`src/rtl/prio_encoder_n.sv`:
```
// Registered N-to-log2(N) encoder with valid/ready on both sides; fixed-priority or round-robin grant.
// Optional multi-hot flag output err is built only when PENC_MULTIHOT_CHK_EN is defined.
module prio_encoder_n #(
    parameter  int N    = 8,
    parameter  int MODE = 0,
    localparam int W    = $clog2(N)
) (
    input  logic         clk,
    input  logic         rst,
    input  logic [N-1:0] in,
    input  logic         in_valid,
    output logic         in_ready,
    output logic [W-1:0] e,
    output logic         e_valid,
`ifdef PENC_MULTIHOT_CHK_EN
    output logic         err,
`endif
    input  logic         e_ready
);

    logic [W-1:0] e_p1;
    logic         vld_p1;
    logic [W-1:0] ptr;
    logic [W-1:0] grant_p0;
    logic         accept_p0;
    logic         nonzero_p0;

    function automatic logic [W-1:0] grant_fixed(input logic [N-1:0] req);
        logic [W-1:0] g;
        g = '0;
        for (int i = 0; i < N; i++) begin
            if (req[i]) g = W'(i);
        end
        return g;
    endfunction

    // First set bit strictly above 'last' wins; otherwise wrap to the lowest set bit.
    // Both candidates are below N, so the wrap is at N-1 -> 0 for any N.
    function automatic logic [W-1:0] grant_rr(input logic [N-1:0] req, input logic [W-1:0] last);
        logic [W-1:0] hi;
        logic [W-1:0] lo;
        logic         hi_found;
        hi       = '0;
        lo       = '0;
        hi_found = 1'b0;
        for (int i = N - 1; i >= 0; i--) begin
            if (req[i]) begin
                lo = W'(i);
                if (i > int'(last)) begin
                    hi       = W'(i);
                    hi_found = 1'b1;
                end
            end
        end
        return hi_found ? hi : lo;
    endfunction

`ifdef PENC_MULTIHOT_CHK_EN
    function automatic logic multi_hot(input logic [N-1:0] req);
        return (req & (req - N'(1))) != '0;
    endfunction

    logic err_p1;
`endif

    assign in_ready   = ~vld_p1 | e_ready;
    assign accept_p0  = in_valid & in_ready;
    assign nonzero_p0 = |in;
    assign grant_p0   = (MODE == 1) ? grant_rr(in, ptr) : grant_fixed(in);

    // ---- stage p0 -> p1: registered result ----
    always_ff @(posedge clk) begin
        if (rst) begin
            e_p1   <= '0;
            vld_p1 <= 1'b0;
            ptr    <= W'(N - 1);
`ifdef PENC_MULTIHOT_CHK_EN
            err_p1 <= 1'b0;
`endif
        end else if (accept_p0 && nonzero_p0) begin
            e_p1   <= grant_p0;
            vld_p1 <= 1'b1;
            if (MODE == 1) ptr <= grant_p0;
`ifdef PENC_MULTIHOT_CHK_EN
            err_p1 <= multi_hot(in);
`endif
        end else if (e_ready) begin
            vld_p1 <= 1'b0;
        end
    end

    assign e       = e_p1;
    assign e_valid = vld_p1;
`ifdef PENC_MULTIHOT_CHK_EN
    assign err     = err_p1;
`endif

endmodule

```
`config.mk`:
```
export PLATFORM = sky130hd
export DESIGN_NAME = prio_encoder_n
export DESIGN_NICKNAME = d
export VERILOG_FILES = /design/src/rtl/prio_encoder_n.sv
export SDC_FILE = /design/constraint.sdc
export NUM_CORES = 1
export LEC_CHECK = 0
export BUFFER_PORTS_ARGS = -buffer_cell sky130_fd_sc_hd__buf_2
export CAP_MARGIN = 40
export CORE_AREA = 2 2 39 41
export DETAILED_ROUTE_END_ITERATION = 8
export DIE_AREA = 0 0 41 43
export PLACE_DENSITY = 0.36
export SYNTH_ARGS = -nofsm -noshare
export SYNTH_HDL_FRONTEND = slang
export SYNTH_SLANG_ARGS = --single-unit
```
`constraint.sdc`:
```
create_clock -name clk -period 1.64 [get_ports clk]
set_clock_uncertainty 0.1 [all_clocks]
set_input_delay 0.41 -clock clk [delete_from_list [all_inputs] [get_ports clk]]
set_output_delay 0.41 -clock clk [all_outputs]
set_load 0.005 [all_outputs]
```
# Word-level counts from Yosys, hierarchy flattened
# Cells that the tools add are included.
# W data, S select, Z words.
[classes]
addsub = 0
multipliers = 0
div = 0
order_cmp = 0
eq_ne = 0
shifts = 0
n_mux = 9
n_bitwise = 3
reduce_logical = 3
[op_table]
columns = ["operator", "count"]
rows = [
  ["$mux W3", 6],
  ["$reduce_or A8 Y1", 1],
  ["$mux W1", 3],
  ["$reduce_bool A2 Y1", 1],
  ["$and A1 B1 Y1", 1],
  ["$logic_and A1 B1 Y1", 1],
  ["$not A1 Y1", 1],
  ["$or A1 B1 Y1", 1],
]
[word_totals]
regBits = 4
latchBits = 0
mem_bits_rw = 0
romBits = 0
in_bits = 12
out_inout_bits = 5
wordCells = 17
n_memories = 0

# Logic depth before layout (Yosys ltp)
[logic_depth]
depth_word = 7
ltp_mapped = 4
mapped_depth_nobuf = 4

# Worst setup path before layout
# Ideal clock, no wire load.
[synth_timing]
path_type = "input-to-reg"
startpoint = "input in[4]"
endpoint = "register e_p1[0], in the netlist e[0]"
setup_ns = 0.073
t_arrival_ns = 1.190
path_slack_ns = 0.277
cell_stages = 4
n_path_buf = 0
cell_sequence = "nor4_2 > a221oi_2 > and3_1 > nor3_2"
[synth_via]
elab_chain_len = 4
[synth_lines]
columns = ["element", "line", "text"]
rows = [
  ["from (decl)", "10", "input logic [N-1:0] in,"],
  ["$mux W3 (4 in series)", "32", "if (req[i]) g = W'(i);"],
  ["to (signal assigned)", "81", "e_p1 <= grant_p0;"],
  ["to (decl)", "21", "logic [W-1:0] e_p1;"],
]
# Several ways; a longest one is shown, not always the timed one.
# A chain may end at the register's enable or synchronous reset.

# Worst setup path in the final report
[layout_timing]
startpoint = "register vld_p1, in the netlist e_valid"
endpoint = "output in_ready"
[layout_via]
elab_chain_len = 2
[layout_lines]
columns = ["element", "line", "text"]
rows = [
  ["from (decl)", "22", "logic vld_p1;"],
  ["from (signal assigned)", "75", "vld_p1 <= 1'b0;"],
  ["from (signal assigned)", "82", "vld_p1 <= 1'b1;"],
  ["from (signal assigned)", "88", "vld_p1 <= 1'b0;"],
  ["$not A1 Y1", "66", "assign in_ready = ~vld_p1 | e_ready;"],
  ["$or A1 B1 Y1", "66", ""],
  ["to (decl)", "12", "output logic in_ready,"],
]
# No other way between the ends.

==> summary.md <==
| Metric | Value |
|---|---|
| PortBufs | `16` |
| Initial antenna violation count | `0` |
| Final Setup Violations | `0` |
| Post-Place Worst Slack | `roughly 0.11 ns` |
| Leakage | `between 0.15 and 0.2 nW` |
| Inserted Clock Buffers | `3` |
| Final instance area | `354 sq um` |
| DIE AREA | `~1800 sq um` |
| Top cells by area, synth | `dfxtp_1 (36%), nor4_2 (11%), nor2_1 (10%), a221oi_2 (6.7%), inv_1 (5.0%)` |
| Area growth syn-to-layout | `58.1%` |
| GP Congestion | `roughly 0.65` |
| Max Slew Vio Count | `0` |
| Total number of vias | `262` |
| Post-synth EDFFs | `0` |
| Flops & latches, synth | `4` |
| Fmax | `between 700 and 800 MHz` |
| Total Power | `0.281 mW` |
| Ant diodes | `0` |
| Required time at the worst-slack endpoint | `1.13 ns` |
| Worst Path Max Fanout | `3` |
| Pwr Density | `795 nW/um^2` |
| Worst hold margin | `~0.3 ns` |
| CP endpoint kind | `output pin` |
| Post-CTS Resized | `0` |
| CORE AREA | `between 1000 and 1500 sq um` |
| First-pass GRT wire length | `just under 1000 um` |
| Final ANT Viol Nets | `0` |
| Clock-pin slew on the worst setup and hold paths | `0.03 ns` |
| Worst-Margin Slew | `0.432 ns` |
| Hold Buf Count CTS | `0` |
| Period utilisation layout | `0.792` |
| H-Tree Depth | `1` |
| DRC | `0` |
| Period minus WS final | `between 1 and 1.5 ns` |
| Arr. time, crit path | `approximately 0.79 ns` |
| MaxCap Viol Count | `0` |
| Sink Count | `4` |
| Nets | `62` |
| Register area share after synthesis | `0.358` |
| # fillers | `about 170` |
| Die H | `43 um` |
| Async set-or-reset flop fraction in the synthesized netlist | `0` |
| Setup CP Type | `flip-flop to output pin` |
| Post-synth cell types | `13` |
| Final setup TNS | `0 ns` |
| Cell with the most instances after synthesis | `nor2_1` |
| Share of layout cells above drive strength 1 | `0.500` |
| Vias in the first global route | `260` |
| 1st-pass router iterations | `1` |
| Unrepaired setup endpoints after global routing | `false` |
| Gr usage total | `0.0832` |
| Root Driver | `clkbuf_4` |
| Mapped Area | `between 200 and 250 sq um` |
| Main synth FF type | `dfxtp_1` |
| Wire per inst | `8.41 um` |
| Largest net degree at the start of global routing | `7` |
| IO Pins | `17` |
| Hold crit path type | `primary input to flip-flop` |
| Slew Limit Headroom | `0.712` |
| Final Hold Fails | `0` |
| GRT Residual Overflow | `0` |
| Worst Setup Start Kind | `flip-flop` |
| Worst-Skew Late Latency | `about 0.23 ns` |
| Fin worst setup slack | `between 0.3 and 0.4 ns` |
| Post-synth top cells | `nor2_1 (6), dfxtp_1 (4), inv_1 (3), nand2_1 (3)` |
| Area share of the largest cell type after synthesis | `0.358` |
| Clock Path Buffers | `2` |
| Routed WL | `between 500 and 600 um` |
| Setup bufs post-CTS | `0` |
| Via-per-instance ratio | `about 4.1` |
| Synthesized Nets | `40` |
| Initial DRC Count | `0` |
| Mapped Cells | `28` |
| Syn_area_per_cell | `~8 sq um` |
| TritonCTS clock tree | `done` |
| Synth warn | `0` |
| Die outline width | `slightly above 40 um` |
| Leading area contributor after synthesis | `dfxtp_1` |
| Initial core utilization | `0.162` |
| Worst VDD drop | `about 0.18 mV` |
| Status | `complete, no violations` |
| Post-DP Area | `around 330 sq um` |
| Cell row count | `14` |
==> area by class of cell <==
class                   instances  area [sq um]  area share
multi-input cells              21           133       0.375
repair buffers                 17          87.6       0.247
well taps                      16          20.0      0.0565
clock buffers                   3          22.5      0.0636
flip-flops and latches          4          80.1       0.226
inverters                       3          11.3      0.0318
==> metrics by stage <==
step / util / std cells
after global placement: 0.240 / 61
final: 0.256 / 64
after global routing: 0.256 / 64
after detailed placement: 0.240 / 61
after floorplan: - / 28
after CTS: 0.256 / 64
==> state kept, by name (all words and copies together), names as in the netlist <==
| name | flops |
|---|---|
| e | 3 |
| e_valid | 1 |
==> power by group <==
group	internal [mW]	switching, mW
Sequential	0.106	0.00402
Clock	0.0816	0.0361
Combinational	0.0271	0.0268
==> layer usage <==
metal  wire length (um)  vias to the layer above  track usage  share of wire
met1                219                      113        0.105           0.41
met2                274                       10        0.109           0.51
li1                   -                      139            -              -
met3                 44                        0            0          0.082
met5                  0                        -            0              0
met4                  0                        0        0.100              0
==> logic make-up after synthesis <==
group                  after synthesis  share of synthesized area
AND/OR/NAND/NOR                     14                      0.363
AO/OA/AOI/OAI                        7                      0.229
flip-flops                           4                      0.358
buffers and inverters                3                     0.0503
==> final timing paths <==
path / end / slack (ns) / cells after the start / startpoint
setup reg to reg: e[0] / 0.38 / 3 / e_valid
hold / removal: e_valid / 0.30 / 2 / rst
setup / recovery: in_ready / 0.34 / 2 / e_valid
hold reg to reg: e[0] / 0.39 / 2 / e[0]
==> worst max-delay path, stage by stage, from the launching register on <==
cell and delay, ns:
dfxtp_1 0.36, nand2_1 0.08, buf_2 0.13
==> placed cells by master, fill, tap and decap left out <==
master / netlist / layout
nor3_2: 1 / 1
nor4_2: 2 / 2
a221oi_2: 1 / 1
dfxtp_1: 4 / 4
buf_2: 0 / 16
clkbuf_4: 0 / 3
nor2_1: 6 / 6
a211oi_1: 1 / 1
nor2b_1: 1 / 1
nand2_1: 3 / 3
o21ai_0: 2 / 2
inv_1: 3 / 3
and3_1: 1 / 1
buf_4: 0 / 1
a311oi_1: 1 / 1
a21oi_1: 2 / 2
Note: power is estimated with default switching activity, not from simulation.
